--- src/rtl/trap_ctrl_pkg.sv ---
// Shared encodings for the trap sequencer: FSM states, event kinds and interrupt causes.
package trap_ctrl_pkg;

    typedef logic [1:0] state_t;
    localparam state_t StIdle     = 2'd0;
    localparam state_t StDrain    = 2'd1;
    localparam state_t StUpdate   = 2'd2;
    localparam state_t StRedirect = 2'd3;

    typedef logic kind_t;
    localparam kind_t KindTrap = 1'b0;
    localparam kind_t KindMret = 1'b1;

    localparam int unsigned CauseMei = 11;
    localparam int unsigned CauseMsi = 3;
    localparam int unsigned CauseMti = 7;

endpackage

--- src/rtl/trap_ctrl_prio.sv ---
// Fixed-priority pick of one event per trap sequence: exception, then mret, then interrupt.
module trap_prio
    import trap_ctrl_pkg::*;
#(
    parameter int unsigned VIRTUAL_ADDR_LEN     = 32,
    parameter int unsigned EXCEPTION_CODE_WIDTH = 4
) (
    input  logic                            exc_valid,
    input  logic [VIRTUAL_ADDR_LEN-1:0]     exc_pc,
    input  logic [EXCEPTION_CODE_WIDTH-1:0] exc_cause,
    input  logic                            mret_valid,
    input  logic                            commit_ready,
    input  logic [VIRTUAL_ADDR_LEN-1:0]     commit_pc,
    input  logic                            eip,
    input  logic                            sip,
    input  logic                            tip,
    output logic                            ev_valid,
    output kind_t                           ev_kind,
    output logic [EXCEPTION_CODE_WIDTH-1:0] ev_cause,
    output logic                            ev_irq,
    output logic [VIRTUAL_ADDR_LEN-1:0]     ev_pc
);

    always_comb begin
        ev_valid = 1'b0;
        ev_kind  = KindTrap;
        ev_cause = '0;
        ev_irq   = 1'b0;
        ev_pc    = '0;
        if (exc_valid) begin
            ev_valid = 1'b1;
            ev_cause = exc_cause;
            ev_pc    = exc_pc;
        end else if (mret_valid) begin
            ev_valid = 1'b1;
            ev_kind  = KindMret;
        end else if (commit_ready && (eip || sip || tip)) begin
            ev_valid = 1'b1;
            ev_irq   = 1'b1;
            ev_pc    = commit_pc;
            if (eip) begin
                ev_cause = EXCEPTION_CODE_WIDTH'(CauseMei);
            end else if (sip) begin
                ev_cause = EXCEPTION_CODE_WIDTH'(CauseMsi);
            end else begin
                ev_cause = EXCEPTION_CODE_WIDTH'(CauseMti);
            end
        end
    end

endmodule

--- src/rtl/trap_ctrl.sv ---
// Trap sequencer: arbitrate one event, flush and drain the pipe, strobe csr, redirect fetch.
module trap_ctrl
    import trap_ctrl_pkg::*;
#(
    parameter int unsigned VIRTUAL_ADDR_LEN     = 32,
    parameter int unsigned EXCEPTION_CODE_WIDTH = 4
) (
    input  logic                            clk,
    input  logic                            reset_n,
    input  logic                            exc_valid,
    input  logic [VIRTUAL_ADDR_LEN-1:0]     exc_pc,
    input  logic [EXCEPTION_CODE_WIDTH-1:0] exc_cause,
    input  logic                            mret_valid,
    input  logic                            commit_ready,
    input  logic [VIRTUAL_ADDR_LEN-1:0]     commit_pc,
    input  logic                            eip,
    input  logic                            sip,
    input  logic                            tip,
    input  logic                            pipe_idle,
    input  logic [VIRTUAL_ADDR_LEN-1:0]     trap_vector,
    input  logic [VIRTUAL_ADDR_LEN-1:0]     mret_vector,
    output logic                            traped,
    output logic                            mret,
    output logic                            interupt,
    output logic [VIRTUAL_ADDR_LEN-1:0]     ecp,
    output logic [EXCEPTION_CODE_WIDTH-1:0] trap_cause,
    output logic                            flush,
    output logic                            redirect_valid,
    output logic [VIRTUAL_ADDR_LEN-1:0]     redirect_pc,
    input  logic                            redirect_ready,
    output logic                            busy
);

    logic                            ev_valid;
    kind_t                           ev_kind;
    logic [EXCEPTION_CODE_WIDTH-1:0] ev_cause;
    logic                            ev_irq;
    logic [VIRTUAL_ADDR_LEN-1:0]     ev_pc;

    trap_prio #(
        .VIRTUAL_ADDR_LEN    (VIRTUAL_ADDR_LEN),
        .EXCEPTION_CODE_WIDTH(EXCEPTION_CODE_WIDTH)
    ) u_prio (
        .exc_valid   (exc_valid),
        .exc_pc      (exc_pc),
        .exc_cause   (exc_cause),
        .mret_valid  (mret_valid),
        .commit_ready(commit_ready),
        .commit_pc   (commit_pc),
        .eip         (eip),
        .sip         (sip),
        .tip         (tip),
        .ev_valid    (ev_valid),
        .ev_kind     (ev_kind),
        .ev_cause    (ev_cause),
        .ev_irq      (ev_irq),
        .ev_pc       (ev_pc)
    );

    state_t                          state_q, state_d;
    kind_t                           kind_q, kind_d;
    logic [VIRTUAL_ADDR_LEN-1:0]     ecp_q, ecp_d;
    logic [EXCEPTION_CODE_WIDTH-1:0] cause_q, cause_d;
    logic                            irq_q, irq_d;
    logic                            flush_q, flush_d;
    logic                            traped_q, traped_d;
    logic                            mret_q, mret_d;
    logic                            rvalid_q, rvalid_d;
    logic                            busy_q, busy_d;
    logic                            take;

    assign take = (state_q == StIdle) && ev_valid;

    always_comb begin
        state_d = state_q;
        unique case (state_q)
            StIdle:     if (ev_valid) state_d = StDrain;
            StDrain:    if (pipe_idle) state_d = StUpdate;
            StUpdate:   state_d = StRedirect;
            StRedirect: if (rvalid_q && redirect_ready) state_d = StIdle;
            default:    state_d = StIdle;
        endcase
    end

    // An mret only records its kind; the trap payload keeps its last latched value.
    always_comb begin
        kind_d  = kind_q;
        ecp_d   = ecp_q;
        cause_d = cause_q;
        irq_d   = irq_q;
        if (take) begin
            kind_d = ev_kind;
            if (ev_kind == KindTrap) begin
                ecp_d   = ev_pc;
                cause_d = ev_cause;
                irq_d   = ev_irq;
            end
        end
    end

    // Strobes are derived from the next state so they appear as registered outputs.
    always_comb begin
        flush_d  = take;
        traped_d = (state_d == StUpdate) && (kind_d == KindTrap);
        mret_d   = (state_d == StUpdate) && (kind_d == KindMret);
        rvalid_d = (state_d == StRedirect);
        busy_d   = (state_d != StIdle);
    end

    always_ff @(posedge clk or negedge reset_n) begin
        if (!reset_n) begin
            state_q  <= StIdle;
            kind_q   <= KindTrap;
            ecp_q    <= '0;
            cause_q  <= '0;
            irq_q    <= 1'b0;
            flush_q  <= 1'b0;
            traped_q <= 1'b0;
            mret_q   <= 1'b0;
            rvalid_q <= 1'b0;
            busy_q   <= 1'b0;
        end else begin
            state_q  <= state_d;
            kind_q   <= kind_d;
            ecp_q    <= ecp_d;
            cause_q  <= cause_d;
            irq_q    <= irq_d;
            flush_q  <= flush_d;
            traped_q <= traped_d;
            mret_q   <= mret_d;
            rvalid_q <= rvalid_d;
            busy_q   <= busy_d;
        end
    end

    assign traped         = traped_q;
    assign mret           = mret_q;
    assign interupt       = irq_q;
    assign ecp            = ecp_q;
    assign trap_cause     = cause_q;
    assign flush          = flush_q;
    assign redirect_valid = rvalid_q;
    assign busy           = busy_q;

    // Vectors come live from csr; gated so the port reads zero outside REDIRECT.
    assign redirect_pc = !rvalid_q ? '0 : (kind_q == KindMret) ? mret_vector : trap_vector;

endmodule

--- config.mk ---
export PLATFORM = sky130hd
export DESIGN_NAME = trap_ctrl
export DESIGN_NICKNAME = d
export VERILOG_FILES = /design/src/rtl/trap_ctrl_pkg.sv /design/src/rtl/trap_ctrl_prio.sv /design/src/rtl/trap_ctrl.sv
export SDC_FILE = /design/constraint.sdc
export NUM_CORES = 1
export LEC_CHECK = 0
export BUFFER_PORTS_ARGS = -buffer_cell sky130_fd_sc_hd__buf_2
export CORE_UTILIZATION = 30
export DETAILED_ROUTE_END_ITERATION = 8
export HOLD_SLACK_MARGIN = 0.15
export PLACE_DENSITY_LB_ADDON = 0.05
export SYNTH_ARGS = -nofsm -noshare
export SYNTH_HDL_FRONTEND = slang
export SYNTH_SLANG_ARGS = --single-unit
export TNS_END_PERCENT = 100
--- constraint.sdc ---
create_clock -name clk -period 2.3 [get_ports clk]
set_input_delay 0.345 -clock clk [delete_from_list [all_inputs] [get_ports clk]]
set_output_delay 0.345 -clock clk [all_outputs]
set_load 0.01 [all_outputs]
# Word-level counts from Yosys, hierarchy flattened
# Index checks and enable logic that the tools add are counted.
# W data, S select, Z words.
dict set report totals {
  ff_bits 45
  latchBits 0
  mem_bits_rw 0
  rom_bits 0
  inputBits 142
  wordCells 49
  memories 0
}
dict set report classes {
  addsub 0
  mul 0
  div 0
  order_cmp 0
  eq_ne 5
  shift 0
  muxes 22
  bitwise 2
  reduce_logical 10
}
# operator count
set op_table {}
lappend op_table {{$mux W32} 5}
lappend op_table {{$mux W4} 4}
lappend op_table {{$eq A2 B2 Y1 const B} 4}
lappend op_table {{$mux W1} 8}
lappend op_table {{$pmux W2 S4} 1}
lappend op_table {{$mux W2} 3}
lappend op_table {{$logic_and A1 B1 Y1} 5}
lappend op_table {{$mux W3} 1}
lappend op_table {{$eq A2 B1 Y1 const B} 1}
lappend op_table {{$logic_not A2 Y1} 1}
lappend op_table {{$logic_or A1 B1 Y1} 2}
lappend op_table {{$not A1 Y1} 2}
lappend op_table {{$reduce_and A2 Y1} 1}
lappend op_table {{$reduce_bool A2 Y1} 1}

# Logic depth before layout (Yosys ltp)
# Gate-level depths: netlist of the first run.
dict set report depth {
  word_depth 10
  mapped_depth 6
  ltp_nobuf 3
}

# By module
# Synthesis of the first run repeated with hierarchy kept, for this count alone.
dict set report unflattened {
  cells_unflattened 299
  hier_area_um2 3194.3
}
# mod n_inst cells_each area_per_inst_um2
set by_module_without_submodules {}
lappend by_module_without_submodules {trap_ctrl 1 171 2377.3}
lappend by_module_without_submodules {trap_prio 1 128 817.0}

# Least setup slack after synthesis of the first run
# Ideal clock, no wire load.
dict set report synth_timing {
  path_kind {reg2reg}
  from {reg state_q[1]}
  to {reg ecp_q[10], in the netlist ecp[10]}
  arrival_time_ps 1636
  path_slack_ps 538
  path_stages_with_launch 7
  n_path_buf 3
  period_less_slack_ps 1762
  cell_sequence {dfrtp_1 > buf_6 > or3b_4 > a21bo_1 > buf_6 > buf_12 > mux2_4}
}
dict set report synth_via {
  elab_chain_cells 3
}
# item line_no
set synth_rtl {}
lappend synth_rtl {{start, declared} trap_ctrl.sv:60} ;# state_t state_q, state_d;
lappend synth_rtl {{start signal, assigned} trap_ctrl.sv:112} ;# state_q <= StIdle;
lappend synth_rtl {{start signal, assigned} trap_ctrl.sv:123} ;# state_q <= state_d;
lappend synth_rtl {{$logic_not A2 Y1} trap_ctrl.sv:72} ;# assign take = (state_q == StIdle) && ev_valid;
lappend synth_rtl {{$logic_and A1 B1 Y1} trap_ctrl.sv:72}
lappend synth_rtl {{$reduce_and A2 Y1 (no source line)} n/a}
lappend synth_rtl {{end signal, assigned} trap_ctrl.sv:125} ;# ecp_q <= ecp_d;
lappend synth_rtl {{end, declared} trap_ctrl.sv:62} ;# logic [VIRTUAL_ADDR_LEN-1:0] ecp_q, ecp_d;
# No other way between the ends.
# A chain may end at the register's enable or synchronous reset.

# Worst setup path after layout of the first run
dict set report layout_timing {
  from {reg state_q[1]}
  to {reg ecp_q[30], in the netlist ecp[30]}
}
# Same word-level chain as after synthesis.

==> results.sh, run 1 <==
export IMPL_dp_hpwl_um=6407
export IMPL_synth_nets=372
export IMPL_drv_cap=0
export IMPL_switching_share_pct=35.16
export IMPL_startpoint_type="register"
export IMPL_yosysTopAreaCellShare_pct=40.02
export IMPL_hold_slack_ns=0.2883
export IMPL_fin_skew_ns=0.008011
export IMPL_die_h_um=98.85
export IMPL_hold_viol=0
export IMPL_cp_data_required_time_ns=2.49
export IMPL_hold_path_class="input port to register"
export IMPL_intPower_mw=2.881
export IMPL_path_cells="or3b_4 > a21bo_2 > buf_4 > mux2_2"
export IMPL_p_leak_nw=2.283
export IMPL_cts_root_buffer="clkbuf_8"
export IMPL_ys_seq_elements=45
export IMPL_synth_edf_count=0
export IMPL_cts_repair_resized=0
export IMPL_grt_overflow=0
export IMPL_min_to="trap_cause[0]$_DFFE_PN0P_"
export IMPL_p_switching_mw=1.562
export IMPL_gp_routability_congestion=0.7134
export IMPL_min_period_ns=1.928
export IMPL_routed_wl_um=8186
export IMPL_comb_power_share_pct=53.1
export IMPL_grt_pass1_vias=2595
export IMPL_area_growth_pct=46.24
export IMPL_cts_sinks=45
export IMPL_grt_max_degree=36
export IMPL_worstSetupEndpointType="register"
export IMPL_drtAntennaViolNets=0
export IMPL_async_flop_share_pct=100.0
export IMPL_setup_viol=0
export IMPL_grt_usage_pct=16.32
export IMPL_slowest_stage="dfrtp_1"
export IMPL_cp_num_buf_inv=1
export IMPL_io_pins=216
export IMPL_htree_levels=2
export IMPL_io_buffers=215
export IMPL_core_area_sq_um=8891
export IMPL_clock_fmax_ghz=0.5186
export IMPL_nNetsFinal=583
export IMPL_max_slew_worst_pin_slew_ns=0.6297
export IMPL_fillerInstances=877
export IMPL_clockBufferDepth=2
export IMPL_grt_pass1_wl_um=12770
export IMPL_r2r_start="state_q[1]$_DFF_PN0_"
export IMPL_synthTopCellsByArea="dfrtp_1 (40%), mux2_4 (15%), a32o_1 (12%)"
export IMPL_maxSlewViolCount=0
export IMPL_synthCells=230
export IMPL_worstPathArrival_ns=2.11
export IMPL_rows=34
export IMPL_numCtsBuffers=5
export IMPL_antenna_found_initial=0
export IMPL_antenna_cells=0
export IMPL_insertion_delay_ns=0.29
export IMPL_whs_path_depth=2
export IMPL_synthMostInstantiatedCell="dfrtp_1"
export IMPL_syn_area_sq_um=2814
export IMPL_syn_avg_cell_area_sq_um=12.23
export IMPL_irDropWorstVdd_mv=0.4134
export IMPL_r2r_cells=4
export IMPL_drive_gt1_share_pct=62.44
export IMPL_via_count=2616
export IMPL_clkTransAtPathRegs_ns=0.09
export IMPL_drt_initial_drc_count=71
export IMPL_fp_dieW_um=98.85
export IMPL_slew_headroom_pct=58.02
export IMPL_rrSetupSlack_ns=0.37
export IMPL_wl_per_cell_um=14.88
export IMPL_p_per_area_nw_per_um2=1080
export IMPL_status="complete, no violations"
export IMPL_worst_path_largest_cell_delay_ns=0.46
export IMPL_r2r_end="ecp[30]$_DFFE_PN0P_"
export IMPL_viasPerCell=4.756
export IMPL_synthTopCellsByCount="dfrtp_1 (45), a32o_1 (33), nor2b_1 (33), mux2i_1 (32), mux2_4 (28)"
export IMPL_fin_setup_tns_ns=0
export IMPL_drc=0
export IMPL_dieArea_sq_um=9771
export IMPL_clkPwrFrac_pct=15.7
export IMPL_path_class="register to register"
export IMPL_path_delay_family="flip-flops"
export IMPL_yosysWarnings=0
export IMPL_rsz0062_at_grt="no"
export IMPL_start_util_pct=31.65
export IMPL_cp_max_fo=21
export IMPL_finalCritPeriodShare_pct=83.84
export IMPL_synth_flop_cell="dfrtp_1"
export IMPL_ys_seq_area_share_pct=40.02
export IMPL_yosys_cell_types_count=29
export IMPL_seqPwrFrac_pct=31.2
export IMPL_hold_path_startpoint="exc_cause[0]"
export IMPL_cts_tree="yes"
export IMPL_drtPass1Iterations=4
export IMPL_yosys_area_top_type="dfrtp_1"
==> worst reg2reg max path, stage by stage, from the launching register on <==
cell     delay (ns)
dfrtp_1        0.46
or3b_4         0.44
a21bo_2        0.21
buf_4          0.34
mux2_2         0.38
==> state kept, by name, indices dropped and copies added (netlist names) <==
| register | flops |
|---|---|
| kind_q | 1 |
| trap_cause | 4 |
| traped | 1 |
| ecp | 32 |
| busy | 1 |
| mret | 1 |
| state_q | 2 |
| flush | 1 |
| interupt | 1 |
| redirect_valid | 1 |
==> layout make-up <==
class | instances | area (sq um) | share of cell area [%]
multi-input combinational | 159 | 1523 | 37.00
timing repair buffer | 228 | 1189 | 28.88
sequential | 45 | 1127 | 27.39
tap | 108 | 135.1 | 3.284
clock buffer | 5 | 68.82 | 1.672
clock inverter | 3 | 65.06 | 1.581
inverter | 2 | 7.507 | 0.1824
==> per-stage QoR <==
stage	std cells	power (mW)	area [sq um]	setup slack (ns)	utilization, %
global route	550	4.753	4115	0.3080	46.28
floorplan	230	2.953	2814	0.5384	-
CTS	550	4.504	4115	0.3787	46.28
finish	550	4.443	4115	0.3718	46.28
detailed placement	541	3.786	3971	0.3792	44.67
global placement	541	3.771	3971	0.4015	44.67
==> what timing repair did <==
action / CTS / global route
hold buffers: 1 / 0
endpoints found under the hold margin: 26 / 0
buffers inserted: 0 / 0
==> power by group through the flow <==
stage          clock, mW  combinational, mW  sequential, mW
3_3_place_gp           0               2.36            1.41
6_report           0.695               2.36            1.39
5_1_grt            0.754               2.56            1.44
2_1_floorplan          0               1.43            1.52
3_5_place_dp           0               2.39            1.39
4_1_cts            0.718               2.40            1.39
==> kinds of logic after synthesis <==
group / share of synthesized area [%]
muxes: 28.72
buffers and inverters: 5.958
and+or+nand+nor: 10.49
AOI/OAI and AO/OA: 14.81
DFF: 40.02
==> layout by cell type (no fill, tap or decap) <==
master and n:
buf_2 215, dfrtp_1 44, nor2b_1 33, a32o_1 33
mux2i_1 32, mux2_4 28, buf_4 11, mux2_2 6
clkbuf_8 5, nor3_1 3, a21oi_1 3, inv_1 2
nand3b_1 2, nor2_1 2, nand2_1 2, o21ai_0 2
o22a_2 2, bufinv_16 2, a31oi_1 1, nand2b_1 1
o31a_1 1, nand4_1 1, or4b_2 1, o311ai_0 1
a21boi_0 1, nor2_2 1, or3b_4 1, a21bo_2 1
nor4_1 1, clkinv_2 1, dlygate4sd3_1 1, dfrtp_2 1
buf_12 1
==> worst max path at each step <==
stage | startpoint | endpoint | slack [ns] | cells past startpoint
2_1_floorplan | state_q[1]$_DFF_PN0_ | ecp[10]$_DFFE_PN0P_ | 0.54 | 6
6_report | state_q[1]$_DFF_PN0_ | ecp[30]$_DFFE_PN0P_ | 0.37 | 4
3_3_place_gp | state_q[1]$_DFF_PN0_ | ecp[0]$_DFFE_PN0P_ | 0.40 | 4
4_1_cts | state_q[1]$_DFF_PN0_ | ecp[0]$_DFFE_PN0P_ | 0.38 | 4
5_1_grt | state_q[1]$_DFF_PN0_ | ecp[30]$_DFFE_PN0P_ | 0.31 | 4
3_5_place_dp | state_q[1]$_DFF_PN0_ | ecp[0]$_DFFE_PN0P_ | 0.38 | 4
==> per-layer routing <==
metal / share of wire (%) / track usage (%)
met3: 5.3 / 3.191
met1: 46 / 21.46
met2: 48 / 27.92
met4: 0.65 / 3.215
met5: 0 / 0
Note: power is estimated with default switching activity, not from simulation.
==> run 2: changes to the inputs <==
clock period = 1.8 ns   (was 2.3 ns; I/O delays follow)
==> results.sh, run 2 (synthesized netlist as in run 1, its figures left out) <==
export IMPL_worstSetupEndpointType="register"
export IMPL_r2r_end="ecp[3]$_DFFE_PN0P_"
export IMPL_antenna_cells=0
export IMPL_hold_path_startpoint="exc_cause[0]"
export IMPL_io_pins=216
export IMPL_cts_root_buffer="clkbuf_8"
export IMPL_antenna_found_initial=0
export IMPL_setup_viol=0
export IMPL_wl_per_cell_um=14.69
export IMPL_drtPass1Iterations=4
export IMPL_power_mw=5.607
export IMPL_area_growth_pct=47.22
export IMPL_post_place_ws_ns=0.03260
export IMPL_slew_headroom_pct=51.18
export IMPL_cp_max_fo=27
export IMPL_r2r_cells=4
export IMPL_dp_hpwl_um=6378
export IMPL_fin_skew_ns=0.01111
export IMPL_seqCellArea_sq_um=1127
export IMPL_fin_setup_tns_ns=0
export IMPL_drt_initial_drc_count=69
export IMPL_clock_fmax_ghz=0.5766
export IMPL_drtAntennaViolNets=0
export IMPL_clockBufferDepth=2
export IMPL_max_slew_worst_pin_slew_ns=0.7315
export IMPL_final_area_sq_um=4143
export IMPL_hold_slack_ns=0.2156
export IMPL_p_leak_nw=2.286
export IMPL_hold_path_class="input port to register"
export IMPL_grt_pass1_vias=2552
export IMPL_grt_overflow=0
export IMPL_cp_data_required_time_ns=1.98
export IMPL_gp_routability_congestion=0.7142
export IMPL_path_class="register to register"
export IMPL_rows=34
export IMPL_worstPathArrival_ns=1.91
export IMPL_maxSlewViolCount=0
export IMPL_switching_share_pct=35.86
export IMPL_p_per_area_nw_per_um2=1354
export IMPL_seqPwrFrac_pct=31.2
export IMPL_drc=0
export IMPL_io_buffers=215
export IMPL_rrSetupSlack_ns=0.07
export IMPL_p_switching_mw=2.011
export IMPL_clkTransAtPathRegs_ns=0.09
export IMPL_fp_dieW_um=98.85
export IMPL_numCtsBuffers=5
export IMPL_hold_viol=0
export IMPL_cts_sinks=45
export IMPL_die_h_um=98.85
export IMPL_comb_power_share_pct=55.4
export IMPL_routed_wl_um=8095
export IMPL_fillerInstances=882
export IMPL_largest_register_ffs=32
export IMPL_finalCritPeriodShare_pct=96.34
export IMPL_start_util_pct=31.65
export IMPL_core_area_sq_um=8891
export IMPL_cts_tree="yes"
export IMPL_dieArea_sq_um=9771
export IMPL_grt_usage_pct=16.39
export IMPL_dp_cells=542
export IMPL_startpoint_type="register"
export IMPL_insertion_delay_ns=0.29
export IMPL_min_to="trap_cause[0]$_DFFE_PN0P_"
export IMPL_clkPwrFrac_pct=13.4
export IMPL_placed_area_sq_um=4016
export IMPL_intPower_mw=3.597
export IMPL_via_count=2607
export IMPL_r2r_start="state_q[1]$_DFF_PN0_"
export IMPL_status="complete, no violations"
export IMPL_drive_gt1_share_pct=62.53
export IMPL_multi_input_area_sq_um=1528
export IMPL_whs_path_depth=2
export IMPL_fin_ws_ns=0.06579
export IMPL_grt_max_degree=33
export IMPL_grt_pass1_wl_um=12820
export IMPL_instances_no_fill=551
export IMPL_drv_cap=0
export IMPL_mostFrequentLayoutCells="buf_2 (215), dfrtp_1 (44), nor2b_1 (33), a32o_1 (33), mux2i_1 (32)"
export IMPL_nNetsFinal=584
export IMPL_irDropWorstVdd_mv=0.5674
export IMPL_htree_levels=2
export IMPL_post_cts_buffers=0
export IMPL_viasPerCell=4.731
export IMPL_min_period_ns=1.734
export IMPL_layout_commonest_cell="buf_2"
export IMPL_final_core_util_pct=46.59
export IMPL_rsz0062_at_grt="no"
run 2: cell count changes in the layout (fill, tap and decap cells not counted):
cell	change
clkinv_2	-1
clkbuf_1	+1
bufinv_16	-1
buf_12	+3
buf_4	-2
clkinv_4	+1
nor3_1	-1
nor3_2	+1
run 2: power by group through the flow:
| stage | combinational (mW) | sequential, mW | clock (mW) |
|---|---|---|---|
| 6_report | 3.11 | 1.75 | 0.751 |
| 5_1_grt | 3.37 | 1.80 | 0.828 |
| 3_5_place_dp | 3.15 | 1.75 | 0 |
| 3_3_place_gp | 3.11 | 1.77 | 0 |
| 4_1_cts | 3.15 | 1.75 | 0.786 |
| 2_1_floorplan | 1.83 | 1.95 | 0 |
run 2: worst max path at each step:
stage	from	cells after the start	to
final	state_q[1]$_DFF_PN0_	4	ecp[3]$_DFFE_PN0P_
after global routing	state_q[1]$_DFF_PN0_	4	ecp[2]$_DFFE_PN0P_
after detailed placement	exc_valid	5	ecp[2]$_DFFE_PN0P_
after global placement	exc_valid	5	ecp[2]$_DFFE_PN0P_
after CTS	state_q[1]$_DFF_PN0_	4	ecp[2]$_DFFE_PN0P_
after floorplan	state_q[1]$_DFF_PN0_	6	ecp[10]$_DFFE_PN0P_
run 2: what timing repair did:
item	4_1_cts	5_1_grt
hold endpoints to repair	16	0
gates resized for setup	0	1
endpoints found under the setup margin	0	6
hold buffers	1	0
run 2: critical path, stage by stage (launching register included):
cell     delay (ns)
dfrtp_1        0.38
or3b_4         0.42
a21bo_2        0.24
buf_12         0.21
mux2_2         0.36
run 2: per-layer routing:
layer / GRT usage, % / share of wire, % / vias to the layer above
li1: - / - / 1288
met1: 22.06 / 45 / 1230
met2: 27.49 / 49 / 87
met3: 3.546 / 5.2 / 2
met4: 2.526 / 0.19 / 0
met5: 0 / 0 / -
run 2: cell type report:
cell class | count | area share (%)
clock buffer | 6 | 1.752
clock inverter | 2 | 0.9363
inverter | 2 | 0.1812
multi-input combinational | 159 | 36.88
sequential | 45 | 27.21
tap | 108 | 3.262
timing repair buffer | 229 | 29.78
